## config.mk

```make
export PLATFORM = sky130hd
export DESIGN_NAME = l15_req_arbiter
export DESIGN_NICKNAME = d
export VERILOG_FILES = /design/src/rtl/l15_req_arbiter.sv
export SDC_FILE = /design/constraint.sdc
export NUM_CORES = 1
export LEC_CHECK = 0
export CAP_MARGIN = 40
export CORE_MARGIN = 5
export CORE_UTILIZATION = 45
export CTS_CLUSTER_SIZE = 14
export DETAILED_ROUTE_END_ITERATION = 6
export PLACE_DENSITY = 0.76
export SETUP_SLACK_MARGIN = 0.4
export SKIP_CTS_REPAIR_TIMING = 1
export SLEW_MARGIN = 20
export SYNTH_ARGS = -nofsm -noshare
export SYNTH_HDL_FRONTEND = slang
export SYNTH_SLANG_ARGS = --single-unit
```

## constraint.sdc

```tcl
create_clock -name clk -period 14.4 [get_ports clk]
set_clock_uncertainty 0.2 [all_clocks]
set_input_delay 2.88 -clock clk [delete_from_list [all_inputs] [get_ports clk]]
set_output_delay 2.88 -clock clk [all_outputs]
set_load 0.05 [all_outputs]
```

## src/rtl/l15_req_arbiter.sv

```systemverilog
// Shares the L1.5 transducer request port among NUM_REQ requesters, each with a one-entry holding buffer.
// Optional macro L15_REQ_ARB_ROUND_ROBIN_EN selects round-robin arbitration instead of fixed priority.
module l15_req_arbiter #(
    parameter int NUM_REQ = 3,
    parameter int ADDR_W  = 40
) (
    input  logic                    clk,
    input  logic                    rst_n,
    input  logic [NUM_REQ-1:0]      req_val,
    input  logic [5*NUM_REQ-1:0]    req_rqtype,
    input  logic [3*NUM_REQ-1:0]    req_size,
    input  logic [ADDR_W*NUM_REQ-1:0] req_addr,
    input  logic [64*NUM_REQ-1:0]   req_data,
    output logic [NUM_REQ-1:0]      req_busy,
    output logic [NUM_REQ-1:0]      req_overflow,
    input  logic                    l15_header_ack,
    input  logic                    l15_ack,
    output logic                    out_val,
    output logic [4:0]              out_rqtype,
    output logic [2:0]              out_size,
    output logic [ADDR_W-1:0]       out_addr,
    output logic [63:0]             out_data,
    output logic                    out_nc,
    output logic [2:0]              out_grant_id
);

    typedef enum logic [1:0] {IDLE, ISSUE, WAIT_ACK} state_t;

    state_t              state;
    logic [NUM_REQ-1:0]  busy;
    logic [NUM_REQ-1:0]  ovf;
    logic [NUM_REQ-1:0]  release_vec;
    logic [4:0]          buf_rqtype [NUM_REQ];
    logic [2:0]          buf_size   [NUM_REQ];
    logic [ADDR_W-1:0]   buf_addr   [NUM_REQ];
    logic [63:0]         buf_data   [NUM_REQ];

    logic                pick_val;
    logic [2:0]          pick_id;
    logic [4:0]          sel_rqtype;
    logic [2:0]          sel_size;
    logic [ADDR_W-1:0]   sel_addr;
    logic [63:0]         sel_data;

    assign req_busy     = busy;
    assign req_overflow = ovf;
    assign out_nc       = out_addr[ADDR_W-1];

    // Only an ack while a grant is outstanding frees its buffer.
    always_comb begin
        release_vec = '0;
        for (int unsigned i = 0; i < NUM_REQ; i++) begin
            release_vec[i] = (state != IDLE) && l15_ack && (out_grant_id == 3'(i));
        end
    end

`ifdef L15_REQ_ARB_ROUND_ROBIN_EN
    logic [2:0]           rr_ptr;
    logic [2*NUM_REQ-1:0] rot;

    // Rotate so bit 0 is the index just after the pointer; the lowest set bit wins.
    always_comb begin
        pick_val = |busy;
        pick_id  = '0;
        rot      = {busy, busy} >> ({1'b0, rr_ptr} + 4'd1);
        for (int unsigned j = NUM_REQ; j > 0; j--) begin
            if (rot[j-1]) pick_id = 3'((32'(rr_ptr) + j) % NUM_REQ);
        end
    end

    always_ff @(posedge clk) begin
        if (!rst_n)
            rr_ptr <= 3'(NUM_REQ - 1);
        else if (state == IDLE && pick_val)
            rr_ptr <= pick_id;
    end
`else
    always_comb begin
        pick_val = |busy;
        pick_id  = '0;
        for (int unsigned j = NUM_REQ; j > 0; j--) begin
            if (busy[j-1]) pick_id = 3'(j - 1);
        end
    end
`endif

    always_comb begin
        sel_rqtype = '0;
        sel_size   = '0;
        sel_addr   = '0;
        sel_data   = '0;
        for (int unsigned i = 0; i < NUM_REQ; i++) begin
            if (pick_id == 3'(i)) begin
                sel_rqtype = buf_rqtype[i];
                sel_size   = buf_size[i];
                sel_addr   = buf_addr[i];
                sel_data   = buf_data[i];
            end
        end
    end

    always_ff @(posedge clk) begin
        if (!rst_n) begin
            busy <= '0;
            ovf  <= '0;
        end else begin
            for (int unsigned i = 0; i < NUM_REQ; i++) begin
                if (req_val[i] && (!busy[i] || release_vec[i])) begin
                    busy[i] <= 1'b1;
                end else begin
                    if (release_vec[i]) busy[i] <= 1'b0;
                    if (req_val[i])     ovf[i]  <= 1'b1;
                end
            end
        end
    end

    always_ff @(posedge clk) begin
        for (int unsigned i = 0; i < NUM_REQ; i++) begin
            if (req_val[i] && (!busy[i] || release_vec[i])) begin
                buf_rqtype[i] <= req_rqtype[5*i +: 5];
                buf_size[i]   <= req_size[3*i +: 3];
                buf_addr[i]   <= req_addr[ADDR_W*i +: ADDR_W];
                buf_data[i]   <= req_data[64*i +: 64];
            end
        end
    end

    always_ff @(posedge clk) begin
        if (!rst_n) begin
            state        <= IDLE;
            out_val      <= 1'b0;
            out_rqtype   <= '0;
            out_size     <= '0;
            out_addr     <= '0;
            out_data     <= '0;
            out_grant_id <= '0;
        end else begin
            case (state)
                IDLE: begin
                    out_val <= 1'b0;
                    if (pick_val) begin
                        out_rqtype   <= sel_rqtype;
                        out_size     <= sel_size;
                        out_addr     <= sel_addr;
                        out_data     <= sel_data;
                        out_grant_id <= pick_id;
                        out_val      <= 1'b1;
                        state        <= ISSUE;
                    end
                end
                ISSUE: begin
                    if (l15_ack) begin
                        out_val <= 1'b0;
                        state   <= IDLE;
                    end else if (l15_header_ack) begin
                        out_val <= 1'b0;
                        state   <= WAIT_ACK;
                    end
                end
                WAIT_ACK: begin
                    out_val <= 1'b0;
                    if (l15_ack) state <= IDLE;
                end
                default: begin
                    out_val <= 1'b0;
                    state   <= IDLE;
                end
            endcase
        end
    end

endmodule

```

==> summary.md, run 1 <==
| Metric | Value |
|---|---|
| Status | finished clean |
| Cells after Synth | 1296 |
| 1st-pass router iterations | 5 |
| Worst R2R Setup Slack | 10.96 ns |
| Power per cell area | 141 nW/um2 |
| CP required | 14.44 ns |
| Peak VDD IR | 102 uV |
| Layout overhead on the synthesized area | 37.3% |
| Internal power | 0.00250 W |
| Root buffer cell | clkbuf_16 |
| Clk pwr share | 0.335 |
| Initial antenna violation count | 10 |
| Wire per inst | 23.4 um |
| Die Wd | 209 um |
| PnR worst setup slack | 8.88 ns |
| RSZ-0062 raised after global routing | false |
| Final Power | 0.00344 W |
| Worst Hold Class | reg -> reg |
| Mapped Area | 17800 um2 |
| Relative slew slack | 0.411 |
| Hold Vio Cnt, Final | 0 |
| Total die area | 43700 um2 |
| Drt drc | 0 |
| Nets | 2058 |
| Max Root-Sink Buffers | 3 |
| Post-place setup slack | 8.25 ns |
| Switching share of power | 0.275 |
| Worst-Margin Slew | 0.883 ns |
| Switching pwr | 0.000946 W |
| Number of global-route vias before repair | 12951 |
| Crit path to | buf_data[0][16]$_DFFE_PP_ |
| Reg2Reg Launch Point | req_busy[0]$_SDFFE_PN0P_ |
| CTS tree | built |
| Count of pins over their slew limit | 0 |
| Yosys warns | 0 |
| Initial Utilization | 0.458 |
| Via density | 5.55 |
| Core ar. | 38900 um2 |
| Leak pwr | 9.00 nW |
| Yosys cell types | 32 |
| H-tree levels | 2 |
| Period utilization | 0.383 |
| Critical path's slowest cell | buf_4 |
| Share of the synthesized area in the top cell type | 0.566 |
| Dpl hpwl | 34200 um |
| CTS Buf Count | 47 |
| Yosys top cell by area | edfxtp_1 |
| Crit-path max cell delay | 0.63 ns |
| F_max | 0.181 GHz |
| Startpoint types | input pin |
| Sink Count | 459 |
| Sequential fraction of the synthesis area | 0.704 |
| I/O Buffers | 464 |
| Grt total ovfl | 0 |
| Drt initial violations | 1022 |
| Critical path capture point type | flip-flop |
| Routed vias | 12657 |
| CTS clk-pin slew, worst paths | 0.06 ns |
| Synth top area cells | edfxtp_1, dfxtp_1, o311a_1 |
| Tot GR Track Use | 0.233 |
| Setup Crit Path Kind | in -> reg |
| Sequential group share of total power | 0.464 |
| Combinational cell fraction of total power | 0.201 |
| Row Count | 72 |
| Worst Setup SP | l15_ack |
| Crit path max fanout | 39 |
| CP Cell Sequence | clkdlybuf4s50_1 -> o21ai_0 -> nor3_1 -> o21a_4 -> buf_4 -> buf_12 |
| Pin count of the biggest net entering global routing | 94 |
| Worst-Skew Late Latency | 0.56 ns |
| RePlAce Congestion | 0.835 |
| WL final | 53300 um |
| Reg-to-reg endpoint | out_addr[7]$_SDFFE_PN0P_ |
| # setup viols final | 0 |
| ANT nets after route | 0 |
| Max Cap Viol | 0 |
| Fraction of layout cells with a size suffix above 1 | 0.0553 |
| # IOs | 466 |
| Mean Syn Cell Area | 13.7 um2 |
| R2R cell count | 4 |
| Die Y | 209 um |
| First-pass GRT wire length | 78500 um |
| Final min period | 5.52 ns |
| Total negative slack | 0 ns |
| Synthesized flop and latch total | 459 |
| Post-Syn Nets | 1639 |
| Data arrival, critical path | 5.56 ns |
[sequential cells by signal, summed over array words and instances, names as in the netlist, 3 cells and up]
| name | count |
|---|---|
| buf_data | 192 |
| buf_addr | 120 |
| out_data | 64 |
| out_addr | 40 |
| buf_rqtype | 15 |
| buf_size | 9 |
| out_rqtype | 5 |
| out_size | 3 |
| req_busy | 3 |
| req_overflow | 3 |
[cells by family after synthesis]
| kind of cell | share of synthesized area |
|---|---|
| buffers and inverters | 0.0287 |
| AOI/OAI and AO/OA | 0.147 |
| DFF | 0.704 |
| and+or+nand+nor | 0.119 |
| muxes | 0.000632 |
| other | 0.000210 |
[worst min path at each step]
stage | start | end | slack [ns] | depth (start not counted)
after floorplan | buf_addr[0][0]$_DFFE_PP_ | out_addr[0]$_SDFFE_PN0P_ | 0.35 | 2
after global placement | req_overflow[1]$_SDFFE_PN0P_ | req_overflow[1]$_SDFFE_PN0P_ | 0.26 | 2
after detailed placement | req_overflow[2]$_SDFFE_PN0P_ | req_overflow[2]$_SDFFE_PN0P_ | 0.26 | 2
after CTS | req_overflow[2]$_SDFFE_PN0P_ | req_overflow[2]$_SDFFE_PN0P_ | 0.27 | 2
after global routing | req_overflow[2]$_SDFFE_PN0P_ | req_overflow[2]$_SDFFE_PN0P_ | 0.28 | 2
final | out_val$_SDFFE_PN0P_ | out_val$_SDFFE_PN0P_ | 0.27 | 2
[cell type report]
class / instances / area [um2]
Tap cell: 518 / 648
Multi-Input combinational cell: 717 / 4790
Clock inverter: 18 / 134
Timing Repair Buffer: 486 / 4960
Sequential cell: 459 / 12600
Clock buffer: 69 / 1320
Fill cell: 2890 / 14500
Antenna cell: 10 / 25.0
Inverter: 4 / 15.0
[metal layers]
metal	vias to the layer above	global-route usage	wire, um
met1	6232	0.296	21000
met3	107	0.0586	4480
met2	586	0.386	25800
met5	-	0	18
met4	2	0.0952	1980
li1	5730	-	-
[power by group through the flow]
stage               sequential [W]  combinational, W  clock, W
floorplan                  0.00178          0.000241         0
global placement           0.00162          0.000668         0
detailed placement         0.00162          0.000688         0
CTS                        0.00160          0.000691   0.00118
global route               0.00161          0.000727   0.00123
finish                     0.00160          0.000691   0.00115
[per-stage QoR]
stage	hold WS [ns]	instances	utilization	instance area [um2]
final	0.266	2281	0.629	24500
after global routing	0.277	2279	0.628	24500
after floorplan	0.351	1296	-	17800
after global placement	0.255	2175	0.585	22800
after CTS	0.273	2268	0.626	24400
after detailed placement	0.257	2181	0.588	22900
[synth_stat cells, drive strengths merged]
| cell type | count |
|---|---|
| nand2b | 2 |
| nor4b | 1 |
| a21o | 111 |
| o31ai | 1 |
| o221a | 1 |
| dfxtp | 123 |
| a21oi | 113 |
| nor3b | 2 |
| inv | 4 |
| nor2b | 1 |
| and3b | 1 |
| edfxtp | 336 |
| and2 | 114 |
| o21a | 2 |
| nand3b | 113 |
| a21boi | 4 |
| or3 | 1 |
| nand3 | 2 |
| conb | 1 |
| buf | 50 |
| clkbuf | 66 |
| nand4 | 1 |
| nor2 | 1 |
| nor3 | 2 |
| o21bai | 1 |
| nand2 | 121 |
| o311a | 111 |
| mux2 | 1 |
| o21ai | 9 |
[critical path: cells and delay by family]
kind	cells	cell delay, ns
buf+inv	3	1.46
simple gates	1	0.37
compound gates	2	0.77
[cell usage in the layout, fill, tap and decap left out, types with 3 or more instances in the layout]
cell               n
o21ai_0            9
diode_2           10
inv_1              4
and2_1           112
edfxtp_1         336
a21boi_0           4
clkbuf_1          18
clkinv_2           8
nand3b_1         113
buf_12             3
a21oi_1          113
clkinv_1           7
buf_16             6
clkbuf_16         49
o311a_1          111
dfxtp_4            3
buf_4             14
clkdlybuf4s50_1  463
nand2_1          120
dfxtp_1          120
a21o_1           111
Power figures use the tool's default switching activity.
==> run 2: changes to the inputs <==
==> constraint.sdc (replaced) <==
create_clock -name clk -period 5.1 [get_ports clk]
set_clock_uncertainty 0.2 [all_clocks]
set_input_delay 1.02 -clock clk [delete_from_list [all_inputs] [get_ports clk]]
set_output_delay 1.02 -clock clk [all_outputs]
set_load 0.05 [all_outputs]
==> run 2 against run 1 <==
Net effect: critical path depth fell by 5; combinational power rose to 2.8 times the previous value; sequential power rose to 2.8 times the previous value; hold slack improved by 0.0015 ns; critical path type is now reg -> out; largest cell class unchanged.
==> summary.md, run 2 (synthesized netlist as in run 1, its figures left out) <==
| Metric | Value |
|---|---|
| Dpl hpwl | 33900 um |
| F_max | 0.283 GHz |
| Worst-Skew Late Latency | 0.56 ns |
| # fillers | 2906 |
| Pin count of the biggest net entering global routing | 87 |
| Number of global-route vias before repair | 12775 |
| Grt total ovfl | 0 |
| Most common cell after layout, fill and taps aside | clkdlybuf4s50_1 |
| PnR worst setup slack | 1.57 ns |
| Worst R2R Setup Slack | 1.80 ns |
| Data arrival, critical path | 2.31 ns |
| # IOs | 466 |
| Drt drc | 0 |
| # setup viols final | 0 |
| Reg-to-reg endpoint | out_addr[6]$_SDFFE_PN0P_ |
| Crit-path max cell delay | 0.95 ns |
| Leak pwr | 9.03 nW |
| Worst Hold Class | reg -> reg |
| Biggest registers after layout | buf_data (192), buf_addr (120), out_data (64) |
| Final Power | 0.00973 W |
| CTS clk-pin slew, worst paths | 0.06 ns |
| Most frequent cells in the layout | clkdlybuf4s50_1, edfxtp_1, nand2_1, dfxtp_1 |
| Via density | 5.52 |
| Worst Setup SP | req_busy[2]$_SDFFE_PN0P_ |
| Peak VDD IR | 270 uV |
| ANT nets after route | 0 |
| Hold path startpoint | req_overflow[1]$_SDFFE_PN0P_ |
| Die Wd | 209 um |
| Crit path max fanout | 53 |
| Max Root-Sink Buffers | 3 |
| Status | finished clean |
| First-pass GRT wire length | 77200 um |
| Buffers plus inverters on the worst setup path | 1 |
| Fraction of layout cells with a size suffix above 1 | 0.0615 |
| Layout overhead on the synthesized area | 37.5% |
| Total die area | 43700 um2 |
| Die Y | 209 um |
| Tot GR Track Use | 0.229 |
| I/O Buffers | 464 |
| CTS Buf Count | 48 |
| WL final | 52200 um |
| Routed vias | 12618 |
| Sink Count | 459 |
| Min-Delay Endpoint | req_overflow[1]$_SDFFE_PN0P_ |
| RSZ-0062 raised after global routing | false |
| Post-place setup slack | 1.43 ns |
| Total negative slack | 0 ns |
| Max FFs per register | 192 |
| Startpoint types | flip-flop |
| Nets | 2061 |
| Non-Filler Instances | 2284 |
| Core ar. | 38900 um2 |
| RePlAce Congestion | 0.816 |
| R2R cell count | 4 |
| Row Count | 72 |
| 1st-pass router iterations | 7 |
| Hold Vio Cnt, Final | 0 |
| Initial antenna violation count | 12 |
| Drt initial violations | 846 |
| Period utilization | 0.692 |
| CP required | 3.88 ns |
| Final min period | 3.53 ns |
| Max Cap Viol | 0 |
| Reg2Reg Launch Point | req_busy[2]$_SDFFE_PN0P_ |
| Critical path capture point type | output port |
| Placed insts | 2184 |
| Biggest register | buf_data |
| H-tree levels | 2 |
| Wire per inst | 22.8 um |
| Critical path's slowest cell | clkdlybuf4s50_1 |
| Worst-Margin Slew | 0.849 ns |
| Final Util | 0.630 |
| Root buffer cell | clkbuf_16 |
| Hold Crit Depth | 2 |
| CTS tree | built |
| Power per cell area | 397 nW/um2 |
| CP Cell Sequence | clkdlybuf4s50_1 |
| Initial Utilization | 0.458 |
| Relative slew slack | 0.434 |
| Setup Crit Path Kind | reg -> out |
| CP delay by family, top | buffers and inverters |
| Count of pins over their slew limit | 0 |
run 2: area by class of cell:
cell class | instances | area, um2 | area share
well taps | 518 | 648 | 0.0264
inverters | 4 | 15.0 | 0.000613
diodes | 11 | 27.5 | 0.00112
multi-input cells | 717 | 4790 | 0.195
flip-flops and latches | 459 | 12600 | 0.513
clock buffers | 65 | 1350 | 0.0549
clock inverters | 22 | 140 | 0.00572
repair buffers | 488 | 4980 | 0.203
run 2: per-layer routing:
metal	track usage	vias to the layer above	wire, um
met3	0.0595	111	4550
met4	0.0954	4	1830
met2	0.374	556	25700
met5	0	-	27
met1	0.292	6207	20100
li1	-	5740	-
run 2: worst max path at each step:
stage | to | cells after the start
after detailed placement | buf_data[0][148]$_DFFE_PP_ | 5
after global routing | req_busy[2] | 1
after floorplan | buf_addr[0][40]$_DFFE_PP_ | 3
after CTS | req_busy[2] | 1
after global placement | buf_data[0][148]$_DFFE_PP_ | 5
final | req_busy[2] | 1
run 2: per-stage QoR:
step	hold WS, ns	cell area (um2)
final	0.267	24500
after global routing	0.299	24500
after CTS	0.268	24400
after detailed placement	0.254	22900
after global placement	0.243	22800
after floorplan	0.351	17800
run 2: power breakdown:
group	leakage [nW]	internal (W)	switching (W)
Clock	0.734	0.00190	0.00139
Sequential	4.22	0.00435	0.000141
Combinational	4.07	0.000809	0.00115
